## config.mk

```make
export PLATFORM = sky130hd
export DESIGN_NAME = spi_ram_flat
export DESIGN_NICKNAME = d
export VERILOG_FILES = /design/src/rtl/spi_ram_pkg.sv /design/src/rtl/spi_ram_if.sv /design/src/rtl/spi_ram_array.sv /design/src/rtl/spi_ram.sv /design/src/flat_wrapper.sv
export SDC_FILE = /design/constraint.sdc
export NUM_CORES = 2
export LEC_CHECK = 0
export CAP_MARGIN = 20
export CORE_UTILIZATION = 40
export DETAILED_ROUTE_END_ITERATION = 16
export GPL_ROUTABILITY_DRIVEN = 1
export SYNTH_ARGS = -nofsm -noshare
export SYNTH_HDL_FRONTEND = slang
export SYNTH_SLANG_ARGS = --single-unit
export TNS_END_PERCENT = 100
```

## constraint.sdc

```tcl
create_clock -name clk -period 3.6 [get_ports clk]
set_input_delay 0.54 -clock clk [delete_from_list [all_inputs] [get_ports clk]]
set_output_delay 0.54 -clock clk [all_outputs]
set_load 0.005 [all_outputs]
```

## src/rtl/spi_ram_pkg.sv

```systemverilog
// spi_ram_pkg: shared command encoding, widths and word encoding for the SPI RAM.
// SPI_RAM_PARITY_EN widens each stored word with an even-parity bit.
package spi_ram_pkg;
  localparam int CMD_W = 2;
  localparam int DATA_W = 8;
  localparam int DIN_W = CMD_W + DATA_W;
  localparam int ADDR_SIZE = 8;
  localparam int MEM_DEPTH = 2 ** ADDR_SIZE;
`ifdef SPI_RAM_PARITY_EN
  localparam int WORD_W = DATA_W + 1;
`else
  localparam int WORD_W = DATA_W;
`endif
  typedef enum logic [CMD_W-1:0] {WR_ADDR, WR_DATA, RD_ADDR, RD_DATA} cmd_e;
  function automatic logic [WORD_W-1:0] encode_word(input logic [DATA_W-1:0] d);
`ifdef SPI_RAM_PARITY_EN
    return {^d, d};
`else
    return d;
`endif
  endfunction
endpackage

```

## src/rtl/spi_ram_if.sv

```systemverilog
// spi_ram_if: command/response bundle between the SPI slave (master side) and the RAM.
// par_err is present only when SPI_RAM_PARITY_EN is defined.
interface spi_ram_if;
  import spi_ram_pkg::*;
  logic [DIN_W-1:0] din;
  logic rx_valid;
  logic [DATA_W-1:0] dout;
  logic tx_valid;
`ifdef SPI_RAM_PARITY_EN
  logic par_err;
  modport master (output din, rx_valid, input dout, tx_valid, par_err);
  modport slave (input din, rx_valid, output dout, tx_valid, par_err);
`else
  modport master (output din, rx_valid, input dout, tx_valid);
  modport slave (input din, rx_valid, output dout, tx_valid);
`endif
endinterface

```

## src/rtl/spi_ram_array.sv

```systemverilog
// spi_ram_array: storage with synchronous write and an enabled, registered read port.
// Contents are never reset; only the read register is.
module spi_ram_array
  import spi_ram_pkg::*;
(
  input  logic                 clk,
  input  logic                 rst_n,
  input  logic                 we_i,
  input  logic [ADDR_SIZE-1:0] waddr_i,
  input  logic [WORD_W-1:0]    wdata_i,
  input  logic                 re_i,
  input  logic [ADDR_SIZE-1:0] raddr_i,
  output logic [WORD_W-1:0]    rdata_o
);
  logic [WORD_W-1:0] mem_q [MEM_DEPTH];
  logic [WORD_W-1:0] rdata_q;
  always_ff @(posedge clk)
    if (we_i) mem_q[waddr_i] <= wdata_i;
  always_ff @(posedge clk or negedge rst_n)
    if (!rst_n) rdata_q <= '0;
    else if (re_i) rdata_q <= mem_q[raddr_i];
  assign rdata_o = rdata_q;
endmodule

```

## src/rtl/spi_ram.sv

```systemverilog
// spi_ram: command-driven RAM behind the SPI slave; edge-detects rx_valid, decodes commands.
// SPI_RAM_PARITY_EN adds parity storage and the par_err output.
module spi_ram
  import spi_ram_pkg::*;
(
  input  logic       clk,
  input  logic       rst_n,
  spi_ram_if.slave   bus
);
  logic rx_valid_q, tx_valid_q, tx_valid_d, accept, we, re;
  logic [ADDR_SIZE-1:0] wr_addr_q, wr_addr_d, rd_addr_q, rd_addr_d;
  logic [WORD_W-1:0] rdata;
  cmd_e cmd;
  always_comb begin
    cmd = cmd_e'(bus.din[DIN_W-1:DATA_W]);
    accept = bus.rx_valid && !rx_valid_q;
    we = accept && cmd == WR_DATA;
    re = accept && cmd == RD_DATA;
    wr_addr_d = !accept ? wr_addr_q :
                cmd == WR_ADDR ? bus.din[ADDR_SIZE-1:0] :
                cmd == WR_DATA ? wr_addr_q + ADDR_SIZE'(1) : wr_addr_q;
    rd_addr_d = !accept ? rd_addr_q :
                cmd == RD_ADDR ? bus.din[ADDR_SIZE-1:0] :
                cmd == RD_DATA ? rd_addr_q + ADDR_SIZE'(1) : rd_addr_q;
    tx_valid_d = accept ? cmd == RD_DATA : tx_valid_q;
  end
  always_ff @(posedge clk or negedge rst_n)
    if (!rst_n) begin
      rx_valid_q <= 1'b0;
      tx_valid_q <= 1'b0;
      wr_addr_q <= '0;
      rd_addr_q <= '0;
    end else begin
      rx_valid_q <= bus.rx_valid;
      tx_valid_q <= tx_valid_d;
      wr_addr_q <= wr_addr_d;
      rd_addr_q <= rd_addr_d;
    end
  spi_ram_array u_array (
    .clk     (clk),
    .rst_n   (rst_n),
    .we_i    (we),
    .waddr_i (wr_addr_q),
    .wdata_i (encode_word(bus.din[DATA_W-1:0])),
    .re_i    (re),
    .raddr_i (rd_addr_q),
    .rdata_o (rdata)
  );
  assign bus.dout = rdata[DATA_W-1:0];
  assign bus.tx_valid = tx_valid_q;
`ifdef SPI_RAM_PARITY_EN
  // Read register only changes on RD_DATA, so the error follows tx_valid's hold/clear.
  assign bus.par_err = tx_valid_q && (rdata[DATA_W] != ^rdata[DATA_W-1:0]);
`endif
endmodule
```

## src/flat_wrapper.sv

```systemverilog
// flat-port wrapper written by rule: the top's interface ports become plain ports
module spi_ram_flat import spi_ram_pkg::*;
  (clk, rst_n, bus_din, bus_rx_valid, bus_dout, bus_tx_valid);
  spi_ram_if bus_i ();
  input  logic clk;
  input  logic rst_n;
  input wire logic [$bits(bus_i.din)-1:0] bus_din;
  input wire logic [$bits(bus_i.rx_valid)-1:0] bus_rx_valid;
  output wire logic [$bits(bus_i.dout)-1:0] bus_dout;
  output wire logic [$bits(bus_i.tx_valid)-1:0] bus_tx_valid;
  assign bus_i.din = bus_din;
  assign bus_i.rx_valid = bus_rx_valid;
  assign bus_dout = bus_i.dout;
  assign bus_tx_valid = bus_i.tx_valid;
  spi_ram u_core (.clk(clk), .rst_n(rst_n), .bus(bus_i));
endmodule
```

== Word level (Yosys, flattened, before mapping) ==
Memories as Yosys holds them, arrays and structs flattened. A register that Yosys moved wholly into a read port is not among the register bits.
Index checks and enable logic that the tools add are counted.

* Bits in registers: 18
* Logic and storage cells: 26
* RAM bits: 2048
* Memories kept: 1

* Add/subtract/negate cells: 2
* Eq/ne operators: 3
* Reductions and logical operators: 10
* Multiplexer cells: 6

{| class="wikitable"
|+ Memories
! name !! depth !! bits a word !! read ports !! clocked after memory_dff !! wr ports !! RTL line !! RTL
|-
| u_core.u_array.mem_q || 256 || 8 || 1 || 1 || 1 || spi_ram_array.sv:15 || <nowiki>logic [WORD_W-1:0] mem_q [MEM_DEPTH];</nowiki>
|}

{| class="wikitable"
|+ Operator list
! cell !! number
|-
| 8-bit two-way mux || 4
|-
| 8-bit by 1-bit adder with 8-bit output, second input constant || 2
|-
| 2-bit equality test, second input constant || 2
|-
| 2-bit AND reduction || 2
|-
| 2-bit nonzero test || 2
|-
| 1-bit logical AND || 3
|-
| 2-bit by 1-bit equality test with 1-bit output, second input constant || 1
|-
| 1-bit zero test || 2
|-
| 2-bit zero test || 1
|-
| 1-bit two-way mux || 2
|}

== Longest topological paths before layout ==
* Depth after elaboration: 5
* Mapped depth: 12

== Modules after synthesis ==
Synthesis repeated with hierarchy kept, for this count alone.

* Cell total of the unflattened synthesis: 3936
* Area total of the unflattened synthesis: 81055.2 µm²

{| class="wikitable"
|+ Modules (own cells, without submodules)
! module !! cells an instance !! instances !! area each (µm²)
|-
| spi_ram_array || 3816 || 1 || 79961.7
|-
| spi_ram || 120 || 1 || 1093.5
|}

== Worst setup path after synthesis ==
No wires, ideal clock.

* Kind: input-to-reg
* Start point: in bus_rx_valid
* End point: mem u_core.u_array.mem_q[102][0] (netlist name) (enable)
* Required time: 3230 ps
* Path slack: 1041 ps
* Cell stages on the path: 7
* Arrival: 2189 ps
* Path through: nand2b_1 > nor2_1 > nand2_1 > nor3_1 > nand2_1 > clkbuf_1 > nor2_1

* Cells in the longest elaborated chain, start to end: 4

{| class="wikitable"
|+ Ends and longest elaborated chain
! item !! RTL line !! RTL
|-
| start: declaration || flat_wrapper.sv:8 || <nowiki>input wire logic [$bits(bus_i.rx_valid)-1:0] bus_rx_valid;</nowiki>
|-
| 1-bit logical AND || spi_ram.sv:16 || <nowiki>accept = bus.rx_valid && !rx_valid_q;</nowiki>
|-
| 1-bit logical AND || spi_ram.sv:17 || <nowiki>we = accept && cmd == WR_DATA;</nowiki>
|-
| 1-bit two-way mux || spi_ram_array.sv:18 || <nowiki>if (we_i) mem_q[waddr_i] <= wdata_i;</nowiki>
|-
| 1-bit two-way mux (implied by the code) || spi_ram_array.sv:18 ||
|-
| end: declaration || spi_ram_array.sv:15 ||
|}

No other way between the ends.

==> results_dict.tcl <==
set metrics [dict create \
    power.total_uw 56580 \
    syn_area_sq_um 81650 \
    hpwl_microns 137600 \
    grt_pass1_wl_microns 311300 \
    cts_hold_buf 0 \
    detail_route.wl_per_cell_microns 29.59 \
    min_to "u_core.u_array.mem_q[17][5]" \
    fin_crit_sh_pct 99.08 \
    r2r-start "u_core.rd_addr_q[1]" \
    setup_viol 0 \
    maxCapViolCount 0 \
    synth_edf_count 2048 \
    synth-main-ff-cell "edfxtp_1" \
    hold_path_class "primary input to flop" \
    pre_cts_slack_ns -0.01987 \
    grt_max_degree 114 \
    area_growth_pct 15.99 \
    fmax_mhz 280.4 \
    crit_type "flop to flop" \
    rsz0062_at_grt "no" \
    cts_tree "done" \
    ys_warn_count 0 \
    cts_made_buffers 208 \
    reg2reg_slack_ns 0.03 \
    initialDrtViolationCount 5056 \
    postSynthAreaPerCell_sq_um 20.31 \
    critPathCaptureType "flop" \
    die_y_microns 453.8 \
    hold_viol_final 0 \
    row_count 165 \
    syn-num-nets 4039 \
    globalRouteTotalUtil_pct 21.07 \
    maxSlewHeadroom_pct 23.88 \
    routed_wl_microns 218000 \
    p_per_area_nw_per_um2 597.4 \
    start_util_pct 40.32 \
    grt_antenna_before_repair 5 \
    cts_root_buf "clkbuf_16" \
    firstDrtPassIters 6 \
    via_count 42460 \
    setup_slack_ns 0.03328 \
    synth.distinct_cells 68 \
    gr-total-overflow 0 \
    fillers 16680 \
    vias_per_cell 5.764 \
    final_nets 4535 \
    timing.rr.end "u_core.u_array.rdata_o[0]" \
    worst_ep_arrival_time_ns 4.25 \
    skew_ns 0.04700 \
    worstHoldStart "bus_din[5]" \
    cp-start-kind "flop" \
    gp_congestion 0.8549 \
    ys_ff_latch 2074 \
    drive_gt1_share_pct 26.03 \
    cts_buffer_depth 3 \
    status "complete, no violations" \
    hold_depth 1 \
    ios 22 \
    crit_fanout 37 \
    die_w_microns 453.8 \
    die_area_sq_um 205900 \
    clkTransAtPathRegs_ns 0.06 \
    synth_cells 4021 \
    power_leakage_uw 0.03045 \
    async_flop_share_pct 1.254 \
    ys_seq_area_share_pct 76.11 \
    grt_pass1_vias 42320 \
    fin_util_pct 46.76 \
    drcViolationCount 0 \
    drv_slew 0 \
    fin_crit_ns 3.567 \
    cts.sinks 2074 \
    diodes 0 \
    reg2reg_depth 8 \
    numPortBuffers 21 \
    clock_latency_ns 0.86 \
    ir_drop_v 0.0005336 \
    core_area_sq_um 202500 \
    required_ns 4.28 \
    worstMarginPinSlew_ns 1.142 \
    postRouteAntennaNets 0 \
    htree_levels 4 \
]
-- Yosys cell counts, drive strengths merged, types with 2 or more instances --
cell | number | area share (%)
dfrtp | 26 | 0.80
nor2 | 301 | 1.4
buf | 137 | 1.6
o41ai | 5 | 0.054
o22a | 2 | 0.021
o21ai | 61 | 0.37
a22oi | 109 | 1.0
o311a | 2 | 0.025
a32o | 2 | 0.025
ha | 5 | 0.077
o221ai | 4 | 0.043
inv | 10 | 0.046
o31ai | 2 | 0.018
nand4 | 6 | 0.046
a31oi | 10 | 0.077
o2111ai | 2 | 0.021
o22ai | 30 | 0.23
and3 | 9 | 0.072
o211ai | 3 | 0.028
a311o | 2 | 0.025
a211oi | 25 | 0.23
a221oi | 58 | 0.69
nand2 | 85 | 0.39
and2 | 7 | 0.057
mux2i | 298 | 3.7
mux4 | 383 | 11
edfxtp | 2048 | 75
o32ai | 12 | 0.14
nand2b | 8 | 0.061
nor4 | 4 | 0.031
a22o | 21 | 0.23
a41o | 2 | 0.025
a211o | 5 | 0.054
clkbuf | 113 | 0.62
nor3 | 42 | 0.26
or2 | 5 | 0.038
nand3 | 35 | 0.21
nor2b | 12 | 0.092
a221o | 34 | 0.42
mux2 | 17 | 0.23
nor4b | 2 | 0.029
a21oi | 69 | 0.42
-- registers in the layout, summed over array words and instances, names as in the netlist --
name and count:
u_core.u_array.mem_q 2048, u_core.rd_addr_q 8, u_core.u_array.rdata_o 8, u_core.wr_addr_q 8, u_core.bus.tx_valid 1, u_core.rx_valid_q 1
-- routing by layer --
| layer | vias to the layer above | routed length, microns | track usage, % | part of all wire [%] |
|---|---|---|---|---|
| li1 | 17710 | - | - | - |
| met1 | 22560 | 91900 | 29.82 | 42 |
| met2 | 1897 | 102600 | 33.06 | 47 |
| met3 | 297 | 17440 | 4.104 | 8.0 |
| met4 | 0 | 6075 | 6.224 | 2.8 |
| met5 | - | 0 | 0 | 0 |
-- repair_timing --
action,in CTS,in global routing
setup buffers,0,0
setup endpoints to repair,1,0
gates resized for setup,1,0
-- power by group --
part	internal, uW	leakage [uW]	switching, uW	total (uW)
clock network	12000	0.00326	9250	21200
logic	3450	0.00846	5130	8580
registers	26600	0.0187	159	26800
-- cell type report --
class | count | area [sq um] | share of cell area (%)
timing repair buffer | 536 | 4692 | 4.954
inverter | 11 | 42.54 | 0.04492
multi-input combinational | 1686 | 17730 | 18.72
clock inverter | 130 | 1348 | 1.423
clock buffer | 257 | 5389 | 5.690
sequential | 2074 | 62160 | 65.64
tap | 2672 | 3343 | 3.530
-- critical path: stages (launching register included) --
cell and delay [ns]:
dfrtp_4 0.61, buf_12 0.24, nor2b_4 0.78, buf_4 0.30, a22oi_1 0.10, a31oi_1 0.24
o21ai_0 0.16, nor3_1 0.76, o32ai_1 0.21
-- worst max path at each step --
stage | from | endpoint | slack (ns) | cells past startpoint
detailed placement | u_core.rd_addr_q[0] | u_core.u_array.rdata_o[1] | -0.02 | 8
global placement | u_core.rd_addr_q[0] | u_core.u_array.rdata_o[1] | -0.02 | 9
finish | u_core.rd_addr_q[1] | u_core.u_array.rdata_o[0] | 0.03 | 8
global route | u_core.rd_addr_q[0] | u_core.u_array.rdata_o[3] | 0.005 | 9
floorplan | bus_rx_valid | u_core.u_array.mem_q[102][0] | 1.04 | 7
CTS | u_core.rd_addr_q[1] | u_core.u_array.rdata_o[0] | 0.05 | 8
-- stage by stage --
stage	TNS (ns)	hold slack (ns)	instance area (sq um)	cells
finish	0	0.1031	94710	7366
global route	0	0.07646	94710	7366
CTS	0	0.06197	94710	7366
detailed placement	-0.01987	0.5981	87970	6979
global placement	-0.04054	0.5828	87970	6979
floorplan	0	0.2444	81650	4021
-- logic make-up after synthesis --
| kind of cell | Yosys count | synth area share [%] |
|---|---|---|
| compound gates | 461 | 4.153 |
| flops | 2074 | 76.11 |
| fa+ha+maj | 5 | 0.07662 |
| simple gates | 522 | 2.738 |
| buf+inv | 261 | 2.275 |
| mux | 698 | 14.64 |
-- layout by cell type, fill, tap and decap left out, drive strengths merged, types with 17 or more instances in the layout --
master  count
nand3      35
a22o       21
nor3       42
o22ai      30
dfrtp      26
clkbuf    257
nor2      301
mux2       17
a211oi     25
a221o      34
nand2      85
bufinv     18
edfxtp   2048
clkinv    103
mux4      383
o21ai      61
mux2i     298
a22oi     109
a221oi     58
a21oi      69
buf       523
Power figures use the tool's default switching activity.
==> RTL edit: new RTL, config.mk and constraints unchanged <==
`DATA_W`: 8 -> 12.
--- a/src/rtl/spi_ram_pkg.sv
+++ b/src/rtl/spi_ram_pkg.sv
@@ -2,7 +2,7 @@
 // SPI_RAM_PARITY_EN widens each stored word with an even-parity bit.
 package spi_ram_pkg;
   localparam int CMD_W = 2;
-  localparam int DATA_W = 8;
+  localparam int DATA_W = 12;
   localparam int DIN_W = CMD_W + DATA_W;
   localparam int ADDR_SIZE = 8;
   localparam int MEM_DEPTH = 2 ** ADDR_SIZE;
Ports: changed (resized bus_din and bus_dout); port bits go from 22 to 30. No check against the original RTL was run, so the function may have changed too.
==> RTL edit against the unedited design <==
Clock skew increased by 0.036 ns; maximum frequency grew 0.70%; sequential cell count grew 1028; cell area up 48%; first-iteration DRC count rose by 52%; global-route usage grew 0.10 points; clock power is 55% higher; count of clock-buffer cells in the layout grew 143; setup slack gained 0.025 ns; power up 56%; area after synthesis up 48%; routed wire length grew 49%; via count increased by 45%; critical path type unchanged; highest routed layer is now met5.
==> RTL edit: results <==
[logic_synthesis]
syn_avg_cell_area_um2 = 21.0
synth_enable_flop_cells = 3072
synthTopCellsByArea = edfxtp_1 (76%), mux4_2 (11%), mux2i_1 (3.6%)
ys_top_cells_by_count = edfxtp_1 (3,072), mux4_2 (579), mux2i_1 (436), nor2_1 (304), clkbuf_1 (155)
synth_cell_types = 60
ys_seq_area_share_pct = 77.0
yosysWarnings = 0
synthArstFlopShare_pct = 0.967
synth_fp_nets = 5765

[drt]
dr.pass1.iters = 6
drt_iter0_markers = 7693
post_drt_via_cell_ratio = 5.80
drt_wl_total_um = 324000

[global_route]
grt_pass1_wl_um = 460000
grt_pass1_vias = 61100
grt_start_max_net_pins = 109
antenna_found_initial = 15
grtUsageTotal_pct = 21.2

[placed_design]
hpwl_um = 202000
io_buffer_count = 29
gp_congestion = 0.880
placed_cell_area_um2 = 130000
dp_slack_ns = -0.416
dp_cells = 10000

[clock_network]
clk_latency_ns = 0.90
h-tree-depth = 5
clockBufferDepth = 4
cts_root_buf = clkbuf_16
path_clk_slew_ns = 0.06
cts-buffers-inserted = 323

[finish]
top_register = u_core.u_array.mem_q
final_cells = 10600
largest_reg_flops = 3072
fin_nets = 6408
drive_gt1_share_pct = 26.5

[run_status]
outcome = completed

[critical_path]
slowest_delay_ns = 0.66
cp.arrival_ns = 4.30
crit_fanout = 53
worst_r2r_path_depth = 9
crit_slowest_cell = mux4_1

[power_and_ir_drop]
leakage_nw = 44.7
peakVddDrop_uv = 456

[min_path]
hp-class = primary input to flip-flop
min_path_cells = 1

[timing]
clock_skew_ns = 0.0830
maxSlewViolCount = 0
worst_slew_pin_slew_ns = 1.17
==> RTL edit: cell count changes after synthesis, moves of 23 or more <==
cell and change:
a21oi_1 +27, mux4_2 +238, a221oi_1 +47, clkbuf_1 +52
buf_6 +24, mux2i_1 +138, mux4_1 -23, nand2_1 +26
edfxtp_1 +1024
==> RTL edit: final timing paths <==
check | start | endpoint | slack (ns)
max | u_core.rd_addr_q[0] | u_core.u_array.rdata_o[11] | 0.06
min in group asynchronous | rst_n | u_core.bus.tx_valid | 0.36
max in group asynchronous | rst_n | u_core.rd_addr_q[0] | 2.46
min reg2reg | u_core.rd_addr_q[7] | u_core.rd_addr_q[7] | 0.57
max reg2reg | u_core.rd_addr_q[0] | u_core.u_array.rdata_o[11] | 0.06
min | bus_din[10] | u_core.u_array.mem_q[155][10] | 0.11
==> RTL edit: layer usage <==
| metal | track usage [%] | share of wire (%) | routed length (um) |
|---|---|---|---|
| met2 | 33.6 | 47 | 154000 |
| met4 | 6.55 | 3.3 | 10800 |
| met3 | 3.65 | 8.1 | 26100 |
| met1 | 29.9 | 41 | 133000 |
| met5 | 0 | 0.017 | 55 |
==> RTL edit: final cells by class <==
class	instances	area [um2]
fill	24700	160000
sequential	3102	93000
multi-input combinational	2278	25500
clock buffer	400	8520
timing repair buffer	670	6260
tap	3958	4950
clock inverter	174	1830
inverter	11	46.3
antenna	6	15.0
==> RTL edit: cells by family after synthesis <==
family                     Yosys count  share of synthesized area, %
DFF                               3102                          77.0
muxes                             1045                          14.9
AOI/OAI and AO/OA                  614                          3.80
and+or+nand+nor                    614                          2.25
buffers and inverters              363                          1.98
adders and majority gates            5                        0.0518
==> RTL edit: what timing repair did <==
item                                    4_1_cts  5_1_grt
gates resized for setup                       7        3
endpoints found under the setup margin        4        3
hold endpoints to repair                     30        0
setup buffers                                 0        0
hold buffers                                  1        0
pin swaps                                     0        0
==> RTL edit: metrics by stage <==
stage / total power, mW / TNS (ns)
global placement: 56.1 / -1.49
detailed placement: 56.2 / -0.660
floorplan: 49.7 / 0
global route: 90.8 / 0
finish: 88.4 / 0
CTS: 88.9 / 0
==> RTL edit: critical path, delay by kind of cell (launching register included) <==
kind	cells	cell delay [ns]
flip-flops	1	0.47
buffers and inverters	3	0.81
AND/OR/NAND/NOR	1	0.22
AO/OA/AOI/OAI	4	1.16
multiplexers	1	0.66
==> RTL edit: where the power goes <==
group / switching, mW / total, mW / internal (mW)
clock: 13.8 / 32.9 / 19.1
combinational: 9.32 / 15.3 / 6.01
sequential: 0.357 / 40.1 / 39.8
